$ cat src/rtl/clkctrl_pkg.sv
// Package: clkctrl_pkg
// Shared run-control state encoding and divider constants for clk_run_ctrl.
package clkctrl_pkg;

  typedef enum logic [1:0] {
    HALT      = 2'd0,
    RUN       = 2'd1,
    STEP      = 2'd2,
    STEP_WAIT = 2'd3
  } run_state_e;

  // A programmed period of zero runs the core at full rate instead of stalling it.
  localparam bit DIV_ZERO_AS_ONE = 1'b1;

endpackage

$ cat src/rtl/ce_divider.sv
// Module: ce_divider
// Period counter for RUN mode: ticks once every div_lat enabled cycles, reloading the period on each tick.
module ce_divider #(
  parameter int DIV_W = 8
) (
  input  logic             clk,
  input  logic             rst_n,
  input  logic             clear,
  input  logic             enable,
  input  logic [DIV_W-1:0] div_eff,
  output logic             tick
);

  localparam logic [DIV_W-1:0] ONE = DIV_W'(1);

  logic [DIV_W-1:0] div_cnt;
  logic [DIV_W-1:0] div_lat;

  assign tick = enable && (div_cnt == div_lat - ONE);

  always_ff @(posedge clk) begin
    // NOTE: non-blocking assignments so every flop samples the values from before the edge.
    if (!rst_n) begin
      div_cnt <= '0;
      div_lat <= '0;
    end else if (clear || tick) begin
      // A new period length is only picked up at a boundary, never mid-period.
      div_cnt <= '0;
      div_lat <= div_eff;
    end else if (enable) begin
      div_cnt <= div_cnt + ONE;
    end
  end

endmodule

$ cat src/rtl/clk_run_ctrl.sv
// Module: clk_run_ctrl
// HALT/RUN/single-STEP clock-enable generator for the CPU core; optional breakpoint under CLKCTRL_BKPT_EN.
module clk_run_ctrl
  import clkctrl_pkg::*;
#(
  parameter int DIV_W = 8,
  parameter int CNT_W = 16
) (
  input  logic             clk,
  input  logic             rst_n,
  input  logic             run_i,
  input  logic             halt_i,
  input  logic             step_req_i,
  input  logic [DIV_W-1:0] div_i,
`ifdef CLKCTRL_BKPT_EN
  input  logic [7:0]       pc_i,
  input  logic [7:0]       bkpt_addr_i,
  input  logic             bkpt_en_i,
  output logic             bkpt_hit_o,
`endif
  output logic             ce_o,
  output logic             running_o,
  output logic             step_ack_o,
  output logic [CNT_W-1:0] cycle_cnt_o
);

  run_state_e       state;
  logic             run_q;
  logic             run_edge;
  logic             enter_run;
  logic             tick;
  logic             bkpt_stop;
  logic [DIV_W-1:0] div_eff;

  assign run_edge  = run_i && !run_q;
  assign enter_run = (state == HALT) && run_edge && !halt_i;
  assign div_eff   = (DIV_ZERO_AS_ONE && div_i == '0) ? DIV_W'(1) : div_i;

`ifdef CLKCTRL_BKPT_EN
  // Only instructions retired by a RUN-mode enable are compared; single steps never trip it.
  assign bkpt_stop = (state == RUN) && ce_o && bkpt_en_i && (pc_i == bkpt_addr_i);

  always_ff @(posedge clk) begin
    if (!rst_n)        bkpt_hit_o <= 1'b0;
    else if (bkpt_stop) bkpt_hit_o <= 1'b1;
    else if (run_edge)  bkpt_hit_o <= 1'b0;
  end
`else
  assign bkpt_stop = 1'b0;
`endif

  ce_divider #(.DIV_W(DIV_W)) u_div (
    .clk     (clk),
    .rst_n   (rst_n),
    .clear   (enter_run),
    .enable  (state == RUN),
    .div_eff (div_eff),
    .tick    (tick)
  );

  always_ff @(posedge clk) begin
    if (!rst_n) begin
      state      <= HALT;
      run_q      <= 1'b0;
      ce_o       <= 1'b0;
      running_o  <= 1'b0;
      step_ack_o <= 1'b0;
    end else begin
      run_q <= run_i;
      ce_o  <= 1'b0;
      unique case (state)
        HALT: begin
          if (enter_run) begin
            state     <= RUN;
            running_o <= 1'b1;
          end else if (step_req_i && !halt_i) begin
            state      <= STEP;
            ce_o       <= 1'b1;
            step_ack_o <= 1'b1;
          end
        end
        RUN: begin
          // A stop request swallows a coinciding period boundary.
          if (halt_i || bkpt_stop) begin
            state     <= HALT;
            running_o <= 1'b0;
          end else if (tick) begin
            ce_o <= 1'b1;
          end
        end
        STEP:      state <= STEP_WAIT;
        STEP_WAIT: begin
          if (!step_req_i) begin
            state      <= HALT;
            step_ack_o <= 1'b0;
          end
        end
      endcase
    end
  end

  always_ff @(posedge clk) begin
    if (!rst_n)    cycle_cnt_o <= '0;
    else if (ce_o) cycle_cnt_o <= cycle_cnt_o + CNT_W'(1);
  end

endmodule

$ cat config.mk
export PLATFORM = sky130hd
export DESIGN_NAME = clk_run_ctrl
export DESIGN_NICKNAME = d
export VERILOG_FILES = /design/src/rtl/clkctrl_pkg.sv /design/src/rtl/ce_divider.sv /design/src/rtl/clk_run_ctrl.sv
export SDC_FILE = /design/constraint.sdc
export NUM_CORES = 1
export LEC_CHECK = 0
export ABC_CLOCK_PERIOD_IN_PS = 2100
export CAP_MARGIN = 20
export CORE_ASPECT_RATIO = 0.8
export CORE_MARGIN = 3
export CORE_UTILIZATION = 39
export DETAILED_ROUTE_END_ITERATION = 8
export GPL_ROUTABILITY_DRIVEN = 0
export HOLD_SLACK_MARGIN = 0.02
export PLACE_DENSITY_LB_ADDON = 0.2
export SLEW_MARGIN = 0
export SYNTH_ARGS = -nofsm -noshare
export SYNTH_HDL_FRONTEND = slang
export SYNTH_SLANG_ARGS = --single-unit
$ cat constraint.sdc
create_clock -name clk -period 2.1 [get_ports clk]
set_input_delay 0.63 -clock clk [delete_from_list [all_inputs] [get_ports clk]]
set_output_delay 0.63 -clock clk [all_outputs]
set_load 0.05 [all_outputs]
==> results.txt <==
The buffer count from post-CTS setup fixing came out at 0. The first detailed-routing pass ran for 4 iterations. Yosys mapped a number of flops with a built-in enable equal to 0.

The worst slack on hold paths is 0.458 ns. The kind of cell with the highest combined delay along the critical path is compound AO/OA/AOI/OAI gates. The final route contains 1460 vias. The detailed placement HPWL came out at 2620 um. The clock transition at the registers of the reported paths came out at 0.08 ns. The residual DRC count came out at 0. The post-detailed-route via-to-cell ratio is 4.85. The total clock buffers created by CTS came out at 5. The path type of the worst min-delay path is register to register. The number of violations of the max-capacitance limit came out at 0. The overall die area is 5640 sq um.

Post-CTS repair changed the size of 0 cells. The worst ir drop on vdd came out at 0.346 mV. Cells fill 52.5% of the core in the end.

Overall power consumption after layout is estimated at 1.46 mW. Traced cell by cell, the critical path runs through inv_1 > ha_1 > nor3b_2 > a21o_2 > a22oi_1 > o2111ai_2 > nand2_4 > mux2i_1. The post-synthesis area per instance is 8.94 sq um. The hold violation total from the final report came to 0.

The library cell used most frequently in the layout, excluding fill and tap cells, is sky130_fd_sc_hd__dfxtp_1. The insertion delay to the later sink of the worst-skew pair is 0.29 ns. The first routing iteration left 52 violations. The largest individual stage delay along the critical path comes from the cell sky130_fd_sc_hd__dfxtp_1. The height of the chip came out at 67.8 um. The share of synthesized registers carrying an async set or reset came out at 0%. In this run the worst path has a maximum fanout of 8.

The floorplan has 21 rows. STA puts the critical path data arrival time at 2.14 ns. The total core area is 4390 sq um. The number of clock sinks is 38.

The maximum clock skew at final layout came out at 0.00574 ns. The startpoint class of the critical path is a register. The cell leakage power came out at 0.957 nW. The number of buffer and inverter instances along the worst setup path came out at 1. From synthesis to final layout, the design area changed by 23.8%. The number of global-route vias before repair came out at 1363.

The post-placement cell count is 293. Global routing finished with a remaining overflow of 0. The final period utilization is 91.5%. The synthesized netlist cell count is 208. In this run the clock root is driven by a sky130_fd_sc_hd__clkbuf_8. In this run the count of I/O pins placed on the die edge is 32.

The number of buffers added to fix hold violations after cts came out at 0. Counting flops and latches in the post-synthesis netlist gives 38. Across every metal layer, demand over resource in global routing totals 13.4%. The kind of end point of the critical path is a register.

The total wire length after detailed routing is 3520 um. The final max-slew violation count is 0. In this run the tightest slew margin relative to its limit is 77.5%.

The critical path is of the register to register type. The clock passes through at most 2 buffers. The summed negative setup slack over all endpoints is 0 ns. The layout net count came out at 259. The mapped netlist covers 1860 sq um.

The most used flip-flop cell after synthesis is sky130_fd_sc_hd__dfxtp_1. The maximum operating frequency came out at 520 MHz. In this design, the stage delay of the slowest critical-path cell is 0.34 ns. The effective utilization at floorplan is 42.4%. Setup repair after global routing left no endpoint under its margin. The first global-routing pass estimated 6080 um of wire. Measured along the x axis, the die boundary spans 83.2 um. The required time reported for the critical path endpoint is 2.32 ns. The run finished with clean final reports.

Setup violations remaining at the end of the flow were counted as 0. The sequential area share after synthesis is 40.9%. In the final routed layout, each cell accounts on average for 11.7 um. The initial antenna violation count came to 0.

In this run the tool buffered the top-level ports with 31 buffer cells. Entering global routing, the biggest net connects 40 pins. The cell area power density is 634 nW/um^2. The library cells used most frequently in the layout, excluding fill and tap cells, are sky130_fd_sc_hd__dfxtp_1, sky130_fd_sc_hd__nand2_1, sky130_fd_sc_hd__buf_4. The clock tree synthesis step divided the H-tree into 2 levels.

The number of standard cells in the final layout excluding fillers is 301. The pin slew with the least headroom to its limit is 0.335 ns. The routed design could run at a clock period as short as 1.92 ns. The yosys synthesis warning count is 0. Synthesis instantiated 38 different standard cells from the library.

The count of antenna diodes in the layout came out at 0. The fraction of layout instances using a drive strength above 1 is 16.4%. The count of nets left with antenna violations once routing finished came out at 0. Counting every net in the synthesized netlist gives 224. The total of fill cells in the finished design is 412. TritonCTS built the clock tree.
-- cell type report --
class | count | area [sq um] | area share, %
Inverter | 5 | 18.8 | 0.815
Tap cell | 57 | 71.3 | 3.10
Sequential cell | 38 | 761 | 33.0
Clock buffer | 6 | 82.6 | 3.59
Clock inverter | 2 | 12.5 | 0.543
Timing Repair Buffer | 35 | 305 | 13.3
Multi-Input combinational cell | 158 | 1050 | 45.7
-- where the power goes --
group | internal, mW | total (mW) | switching (mW)
combinational | 0.0848 | 0.172 | 0.0871
clock | 0.264 | 0.530 | 0.266
sequential | 0.739 | 0.757 | 0.0188
-- worst register-to-register path, delay by kind of cell (launching register included) --
kind	cells	cell delay, ns
and+or+nand+nor	2	0.39
AOI/OAI and AO/OA	3	0.67
buffers and inverters	1	0.05
DFF	1	0.34
adders and majority gates	1	0.21
muxes	1	0.20
-- cell usage after synthesis (2+ instances only) --
cell                       number  area, sq um
sky130_fd_sc_hd__a21oi_1        5         25.0
sky130_fd_sc_hd__and2_1        18          113
sky130_fd_sc_hd__and3_1         4         25.0
sky130_fd_sc_hd__and4_1         4         35.0
sky130_fd_sc_hd__clkbuf_1       5         18.8
sky130_fd_sc_hd__dfxtp_1       38          761
sky130_fd_sc_hd__ha_1           3         37.5
sky130_fd_sc_hd__inv_1          5         18.8
sky130_fd_sc_hd__mux2i_1       10          100
sky130_fd_sc_hd__nand2_1       26         97.6
sky130_fd_sc_hd__nand2b_1       2         12.5
sky130_fd_sc_hd__nand3_1        9         45.0
sky130_fd_sc_hd__nand4_1        5         31.3
sky130_fd_sc_hd__nor2_1        13         48.8
sky130_fd_sc_hd__nor2b_1        5         31.3
sky130_fd_sc_hd__nor3_1         3         15.0
sky130_fd_sc_hd__nor4_1         2         12.5
sky130_fd_sc_hd__o21ai_0        4         20.0
sky130_fd_sc_hd__or2b_2         2         17.5
sky130_fd_sc_hd__xnor2_1       15          131
sky130_fd_sc_hd__xor2_1        13          114
-- cell families after synthesis --
kind of cell | count (synthesis) | share of synthesized area, %
xor gates and xnor gates | 28 | 13.2
buffers and inverters | 12 | 2.56
AOI/OAI and AO/OA | 16 | 5.99
and+or+nand+nor | 101 | 29.9
DFF | 38 | 40.9
adders and majority gates | 3 | 2.02
muxes | 10 | 5.38
-- sequential cells by signal, indices dropped and copies added (netlist names) --
| name | count |
|---|---|
| running_o | 1 |
| ce_o | 1 |
| step_ack_o | 1 |
| cycle_cnt_o | 16 |
| run_q | 1 |
| u_div.div_cnt | 8 |
| u_div.div_lat | 8 |
| state | 2 |
-- metal layers --
layer	part of all wire (%)	vias up	global-route usage, %
met1	55	652	18.5
met4	1.3	0	5.10
li1	-	772	-
met5	0	-	0
met2	38	31	19.9
met3	5.7	5	3.66
-- path summary, 6_finish.rpt --
kind / start / end / slack, ns / cells after the start
max: u_div.div_lat[0]$_SDFFE_PN0P_ / u_div.div_lat[2]$_SDFFE_PN0P_ / 0.18 / 8
min: running_o$_SDFFE_PN0P_ / running_o$_SDFFE_PN0P_ / 0.46 / 2
max reg2reg: u_div.div_lat[0]$_SDFFE_PN0P_ / u_div.div_lat[2]$_SDFFE_PN0P_ / 0.18 / 8
min reg2reg: running_o$_SDFFE_PN0P_ / running_o$_SDFFE_PN0P_ / 0.46 / 2
-- stage by stage --
stage	instance area, sq um	setup slack [ns]
2_1_floorplan	1860	0.208
3_3_place_gp	2210	0.0872
3_5_place_dp	2210	0.0710
4_1_cts	2300	0.167
5_1_grt	2300	0.0403
6_report	2300	0.179
Power figures use the tool's default switching activity.
